$ cat src/rtl/dlfloat16_pkg.sv
// Shared DLfloat16 constants: field widths, bias, exception bit positions and FPU opcodes.
package dlfloat16_pkg;
    localparam int          DLF_EXP_W   = 6;
    localparam int          DLF_MANT_W  = 9;
    localparam int          DLF_BIAS    = 31;
    localparam logic [5:0]  DLF_EXP_INF = 6'h3F;

    localparam int EXC_INVALID   = 4;
    localparam int EXC_DIVZERO   = 3;
    localparam int EXC_OVERFLOW  = 2;
    localparam int EXC_UNDERFLOW = 1;
    localparam int EXC_INEXACT   = 0;

    localparam logic [3:0] ENA_F2I = 4'b1000;
    localparam logic [3:0] ENA_I2F = 4'b1001;
endpackage

$ cat src/rtl/int32_to_dlfloat16_if.sv
// Handshake bus of the int32 -> DLfloat16 converter: operand side and result side.
interface int32_to_dlfloat16_if;
    logic [3:0]  ena;
    logic        in_valid;
    logic        in_ready;
    logic [31:0] int_in;
    logic        out_valid;
    logic        out_ready;
    logic [15:0] float_out;
    logic [4:0]  exceptions;

    modport slave  (input  ena, in_valid, int_in, out_ready,
                    output in_ready, out_valid, float_out, exceptions);
    modport master (output ena, in_valid, int_in, out_ready,
                    input  in_ready, out_valid, float_out, exceptions);
endinterface

$ cat src/rtl/lzc32.sv
// Combinational leading-zero count of a 32-bit word; all-zero input yields 32.
module lzc32 (
    input  logic [31:0] i_data,
    output logic [5:0]  o_lzc
);
    always_comb begin
        o_lzc = 6'd32;
        // Ascending scan: the highest set bit is the last one to write.
        for (int i = 0; i < 32; i++) begin
            if (i_data[i]) o_lzc = 6'(31 - i);
        end
    end
endmodule

$ cat src/rtl/int32_to_dlfloat16.sv
// Three-stage signed int32 -> DLfloat16 converter (RNE) with valid/ready on both sides.
module int32_to_dlfloat16
    import dlfloat16_pkg::*;
#(
    parameter logic [3:0] ENA_CODE = ENA_I2F,
    parameter int         BIAS     = DLF_BIAS
) (
    input  logic                  clk,
    input  logic                  rst,
    int32_to_dlfloat16_if.slave   bus
);
    localparam int STAGES = 3;

    logic [STAGES:1] r_vld_pipe;
    logic [STAGES:1] w_adv;

    // A stage loads when empty or when its current contents move on this cycle.
    assign w_adv[3]     = !r_vld_pipe[3] || bus.out_ready;
    assign w_adv[2]     = !r_vld_pipe[2] || w_adv[3];
    assign w_adv[1]     = !r_vld_pipe[1] || w_adv[2];
    assign bus.in_ready = w_adv[1];

    logic        r_s1_sign, r_s1_en;
    logic [31:0] r_s1_mag;

    logic        r_s2_sign, r_s2_en, r_s2_zero;
    logic [4:0]  r_s2_p;
    logic [30:0] r_s2_norm;

    logic [15:0] r_float;
    logic [4:0]  r_exc;

    logic [5:0]  w_lzc;
    logic [8:0]  w_mant;
    logic        w_guard, w_sticky, w_rnd, w_carry;
    logic [9:0]  w_mant_r;
    logic [5:0]  w_exp;
    logic [15:0] w_float;
    logic [4:0]  w_exc;

    lzc32 u_lzc (.i_data(r_s1_mag), .o_lzc(w_lzc));

    always_ff @(posedge clk) begin
        if (rst) begin
            r_vld_pipe <= '0;
            r_s1_sign  <= 1'b0;
            r_s1_en    <= 1'b0;
            r_s1_mag   <= '0;
            r_s2_sign  <= 1'b0;
            r_s2_en    <= 1'b0;
            r_s2_zero  <= 1'b0;
            r_s2_p     <= '0;
            r_s2_norm  <= '0;
            r_float    <= '0;
            r_exc      <= '0;
        end else begin
            if (w_adv[1]) r_vld_pipe[1] <= bus.in_valid;
            if (w_adv[2]) r_vld_pipe[2] <= r_vld_pipe[1];
            if (w_adv[3]) r_vld_pipe[3] <= r_vld_pipe[2];

            if (w_adv[1] && bus.in_valid) begin
                r_s1_sign <= bus.int_in[31];
                r_s1_mag  <= bus.int_in[31] ? (~bus.int_in + 32'd1) : bus.int_in;
                r_s1_en   <= (bus.ena == ENA_CODE);
            end
            if (w_adv[2] && r_vld_pipe[1]) begin
                r_s2_sign <= r_s1_sign;
                r_s2_en   <= r_s1_en;
                r_s2_zero <= (r_s1_mag == 32'd0);
                r_s2_p    <= 5'(6'd31 - w_lzc);
                // Hidden bit lands at bit 31 and is implied, so only 30:0 is kept.
                r_s2_norm <= 31'(r_s1_mag << w_lzc);
            end
            if (w_adv[3] && r_vld_pipe[2]) begin
                r_float <= w_float;
                r_exc   <= w_exc;
            end
        end
    end

    always_comb begin
        w_mant   = r_s2_norm[30:22];
        w_guard  = r_s2_norm[21];
        w_sticky = |r_s2_norm[20:0];
        w_rnd    = w_guard && (w_sticky || w_mant[0]);
        w_mant_r = {1'b0, w_mant} + {9'd0, w_rnd};
        w_carry  = w_mant_r[9];
        // Largest p is 31 only for 2^31, which is exact, so exp tops out at 62.
        w_exp    = 6'(r_s2_p) + 6'(BIAS) + {5'd0, w_carry};
        w_float  = {r_s2_sign, w_exp, w_mant_r[8:0]};
        w_exc    = '0;
        w_exc[EXC_INEXACT] = w_guard || w_sticky;
        if (!r_s2_en || r_s2_zero) begin
            w_float = '0;
            w_exc   = '0;
        end
    end

    assign bus.out_valid  = r_vld_pipe[3];
    assign bus.float_out  = r_float;
    assign bus.exceptions = r_exc;
endmodule

$ cat src/flat_wrapper.sv
// flat-port wrapper written by rule: the top's interface ports become plain ports
module int32_to_dlfloat16_flat import dlfloat16_pkg::*;
#(
    parameter logic [3:0] ENA_CODE = ENA_I2F,
    parameter int         BIAS     = DLF_BIAS
)
  (clk, rst, bus_ena, bus_in_valid, bus_int_in, bus_out_ready, bus_in_ready, bus_out_valid, bus_float_out, bus_exceptions);
  int32_to_dlfloat16_if bus_i ();
  input  logic clk;
  input  logic rst;
  input wire logic [$bits(bus_i.ena)-1:0] bus_ena;
  input wire logic [$bits(bus_i.in_valid)-1:0] bus_in_valid;
  input wire logic [$bits(bus_i.int_in)-1:0] bus_int_in;
  input wire logic [$bits(bus_i.out_ready)-1:0] bus_out_ready;
  output wire logic [$bits(bus_i.in_ready)-1:0] bus_in_ready;
  output wire logic [$bits(bus_i.out_valid)-1:0] bus_out_valid;
  output wire logic [$bits(bus_i.float_out)-1:0] bus_float_out;
  output wire logic [$bits(bus_i.exceptions)-1:0] bus_exceptions;
  assign bus_i.ena = bus_ena;
  assign bus_i.in_valid = bus_in_valid;
  assign bus_i.int_in = bus_int_in;
  assign bus_i.out_ready = bus_out_ready;
  assign bus_in_ready = bus_i.in_ready;
  assign bus_out_valid = bus_i.out_valid;
  assign bus_float_out = bus_i.float_out;
  assign bus_exceptions = bus_i.exceptions;
  int32_to_dlfloat16 #(.ENA_CODE(ENA_CODE), .BIAS(BIAS)) u_core (.clk(clk), .rst(rst), .bus(bus_i));
endmodule
$ cat config.mk
export PLATFORM = sky130hd
export DESIGN_NAME = int32_to_dlfloat16_flat
export DESIGN_NICKNAME = d
export VERILOG_FILES = /design/src/rtl/dlfloat16_pkg.sv /design/src/rtl/int32_to_dlfloat16_if.sv /design/src/rtl/lzc32.sv /design/src/rtl/int32_to_dlfloat16.sv /design/src/flat_wrapper.sv
export SDC_FILE = /design/constraint.sdc
export NUM_CORES = 1
export LEC_CHECK = 0
export CAP_MARGIN = 15
export CORE_MARGIN = 2
export CORE_UTILIZATION = 35
export CTS_CLUSTER_DIAMETER = 60
export DETAILED_ROUTE_END_ITERATION = 7
export SLEW_MARGIN = 20
export SYNTH_ARGS = -nofsm -noshare
export SYNTH_HDL_FRONTEND = slang
export SYNTH_SLANG_ARGS = --single-unit
$ cat constraint.sdc
create_clock -name clk -period 3.6 [get_ports clk]
set_input_delay 0.72 -clock clk [delete_from_list [all_inputs] [get_ports clk]]
set_output_delay 0.72 -clock clk [all_outputs]
set_load 0.05 [all_outputs]
==> flow_metrics.env <==
export IMPL_ys_seq_area_share_pct=30.2
export IMPL_critical_path_max_fanout=3
export IMPL_drt_iter0_drc=431
export IMPL_cts_sinks=93
export IMPL_grt_ovfl_total=0
export IMPL_portBuffers=58
export IMPL_ios=63
export IMPL_syn_area_um2=6170
export IMPL_finalSetupViolCount=0
export IMPL_path_cells="clkdlybuf4s50_1 > or4_4 > or3_4 > or4_4 > or3_4 > or3_4 > buf_4 > mux2i_1 > o21ai_1 > a21oi_1"
export IMPL_die_y_um=137
export IMPL_hold_violations=0
export IMPL_setup_tns_ns=0
export IMPL_cts_max_level=3
export IMPL_skew_ns=0.0187
export IMPL_clk_pin_slew_ns=0.07
export IMPL_min_path_type="flip-flop to flip-flop"
export IMPL_ys_seq_elements=93
export IMPL_leakage_nw=2.94
export IMPL_root_buffer="clkbuf_16"
export IMPL_nNetsFinal=904
export IMPL_fin_cells=1090
export IMPL_rows=48
export IMPL_synth_top_area_share_pct=30.2
export IMPL_cts_buffer_depth=2
export IMPL_crit_type="input port to flip-flop"
export IMPL_grt_max_degree=38
export IMPL_grt_setup_unrepaired="false"
export IMPL_place_area_um2=7250
export IMPL_max_stage_delay_ns=0.54
export IMPL_path_delay_family="simple AND/OR/NAND/NOR gates"
export IMPL_wl_per_cell_um=16.0
export IMPL_core_area_um2=17200
export IMPL_status="complete, no violations"
export IMPL_worstPathRequired_ns=3.83
export IMPL_first_global_vias=5355
export IMPL_synth_most_common_cell="nor2_1"
export IMPL_dpl_cell_count=1071
export IMPL_holdWs_ns=0.456
export IMPL_initial_core_util_pct=35.8
export IMPL_relSlewSlack_pct=50.3
export IMPL_cp_start_kind="input port"
export IMPL_clock_fmax_mhz=289
export IMPL_synth_warnings=0
export IMPL_n_fill_cell=1743
export IMPL_slowest_stage="or4_4"
export IMPL_final_layout_size_suffix_gt1_share_pct=13.3
export IMPL_yosysUniqueCellTypes=58
export IMPL_cts_tree="built"
export IMPL_clk_latency_ns=0.36
export IMPL_cp_buffers_inverters=2
export IMPL_track_usage_pct=19.0
export IMPL_drt_pass1_iterations=7
export IMPL_cp_end_kind="flip-flop"
export IMPL_synth_largest_area_cell="dfxtp_1"
export IMPL_grt_pass1_wl_um=28300
export IMPL_areaGrowthSynthToFinish_pct=22.8
export IMPL_vdd_drop_max_uv=239
export IMPL_numCtsBuffers=9
export IMPL_ys_top_cells_by_count="nor2_1, dfxtp_1, nand2_1"
export IMPL_die_area_um2=18700
export IMPL_crit_path_frequent_cell="or3_4"
export IMPL_cap_violations=0
export IMPL_routabilityCongestion=0.941
export IMPL_synth_area_top_cells="dfxtp_1, mux2i_1, nor2_1"
export IMPL_netlist_instances=792
export IMPL_antenna_found_initial=1
export IMPL_via_per_inst=5.50
export IMPL_totalWireLength_um=17500
export IMPL_via_count=5994
export IMPL_powerDensity_nw_per_um2=433
export IMPL_ant_nets=0
export IMPL_final_core_util_pct=44.0
export IMPL_die_w_um=137
export IMPL_synth_edff_count=0
export IMPL_multi_input_area_um2=4030
export IMPL_synth_avg_cell_area_um2=7.79
export IMPL_drc=0
export IMPL_synth_flop_cell="dfxtp_1"
export IMPL_worst_pin_slew_ns=0.746
export IMPL_dp_hpwl_um=13000
export IMPL_regArea_um2=1860
export IMPL_postLayoutCellArea_um2=7580
export IMPL_period_needed_ns=3.46
export IMPL_cp_arrival_ns=3.69
export IMPL_final_max_slew_viol_count=0
export IMPL_synthArstFlopShare_pct=0
export IMPL_fin_crit_sh_pct=96.1
==> cells by family after synthesis <==
group / share of synthesized area [%]
xor+xnor: 4.83
other cells: 0.0608
simple gates: 22.2
flops: 30.2
compound gates: 23.0
buf+inv: 5.56
fa+ha+maj: 1.01
mux: 13.2
==> metrics by stage <==
stage / total power [mW] / setup WS, ns
2_1_floorplan: 1.98 / 0.260
3_3_place_gp: 2.36 / -0.296
3_5_place_dp: 2.36 / -0.327
4_1_cts: 3.28 / 0.0461
5_1_grt: 3.44 / 0.00405
6_report: 3.28 / 0.139
==> metal layers <==
layer  GRT usage, %  routed length (um)  vias up
li1               -                   -     3033
met5              0                   0        -
met4           6.47                 370        0
met1           26.8                8440     2786
met3           3.15                 647       27
met2           29.4                8000      148
==> worst min-delay path, stage by stage (launching register included) <==
cell and delay [ns]:
dfxtp_1 0.31, nand2_1 0.05, a21oi_1 0.05
==> state kept, by name, indices dropped and copies added, names as in the netlist <==
signal / flops
u_core.bus.float_out: 16
u_core.r_vld_pipe: 3
u_core.r_s1_mag: 32
u_core.bus.exceptions: 1
u_core.r_s2_p: 5
u_core.r_s2_sign: 1
u_core.r_s2_norm: 31
u_core.r_s2_zero: 1
u_core.r_s1_sign: 1
u_core.r_s2_en: 1
u_core.r_s1_en: 1
==> where the power goes <==
group	internal [mW]	switching [mW]
sequential	1.09	0.0782
combinational	0.516	0.667
clock	0.492	0.432
==> worst paths after layout <==
| path | from | to | slack (ns) | depth (start not counted) |
|---|---|---|---|---|
| max reg2reg | u_core.r_s1_mag[2]$_SDFFE_PP0P_ | u_core.r_s2_norm[26]$_SDFFE_PP0P_ | 0.32 | 8 |
| max | bus_int_in[8] | u_core.r_s1_mag[29]$_SDFFE_PP0P_ | 0.14 | 10 |
| min | u_core.r_s1_sign$_SDFFE_PP0P_ | u_core.r_s1_sign$_SDFFE_PP0P_ | 0.46 | 2 |
| min reg2reg | u_core.r_s1_sign$_SDFFE_PP0P_ | u_core.r_s1_sign$_SDFFE_PP0P_ | 0.46 | 2 |
==> layout by cell type (no fill, tap or decap), drive strengths merged, types with 16 or more instances in the layout <==
cell,Yosys,routed
mux2i,51,51
nand2,87,87
buf,22,64
a22oi,31,31
a211oi,34,34
nor2,103,103
xor2,21,21
clkdlybuf4s50,0,54
dfxtp,93,93
nor4,16,16
o21ai,35,35
nor3,16,16
mux2,17,17
a21oi,42,42
==> cell type report <==
cell class	count	area share, %
Multi-Input combinational cell	621	53.1
Sequential cell	93	24.6
Timing Repair Buffer	121	14.3
Tap cell	225	3.71
Clock buffer	12	3.25
Inverter	13	0.644
Clock inverter	4	0.413
Antenna cell	1	0.0330
==> what timing repair did <==
action	4_1_cts	5_1_grt
hold buffers	0	0
setup buffers	0	2
setup endpoints to repair	0	1
resized for setup	0	8
(Power assumes the default switching activity.)
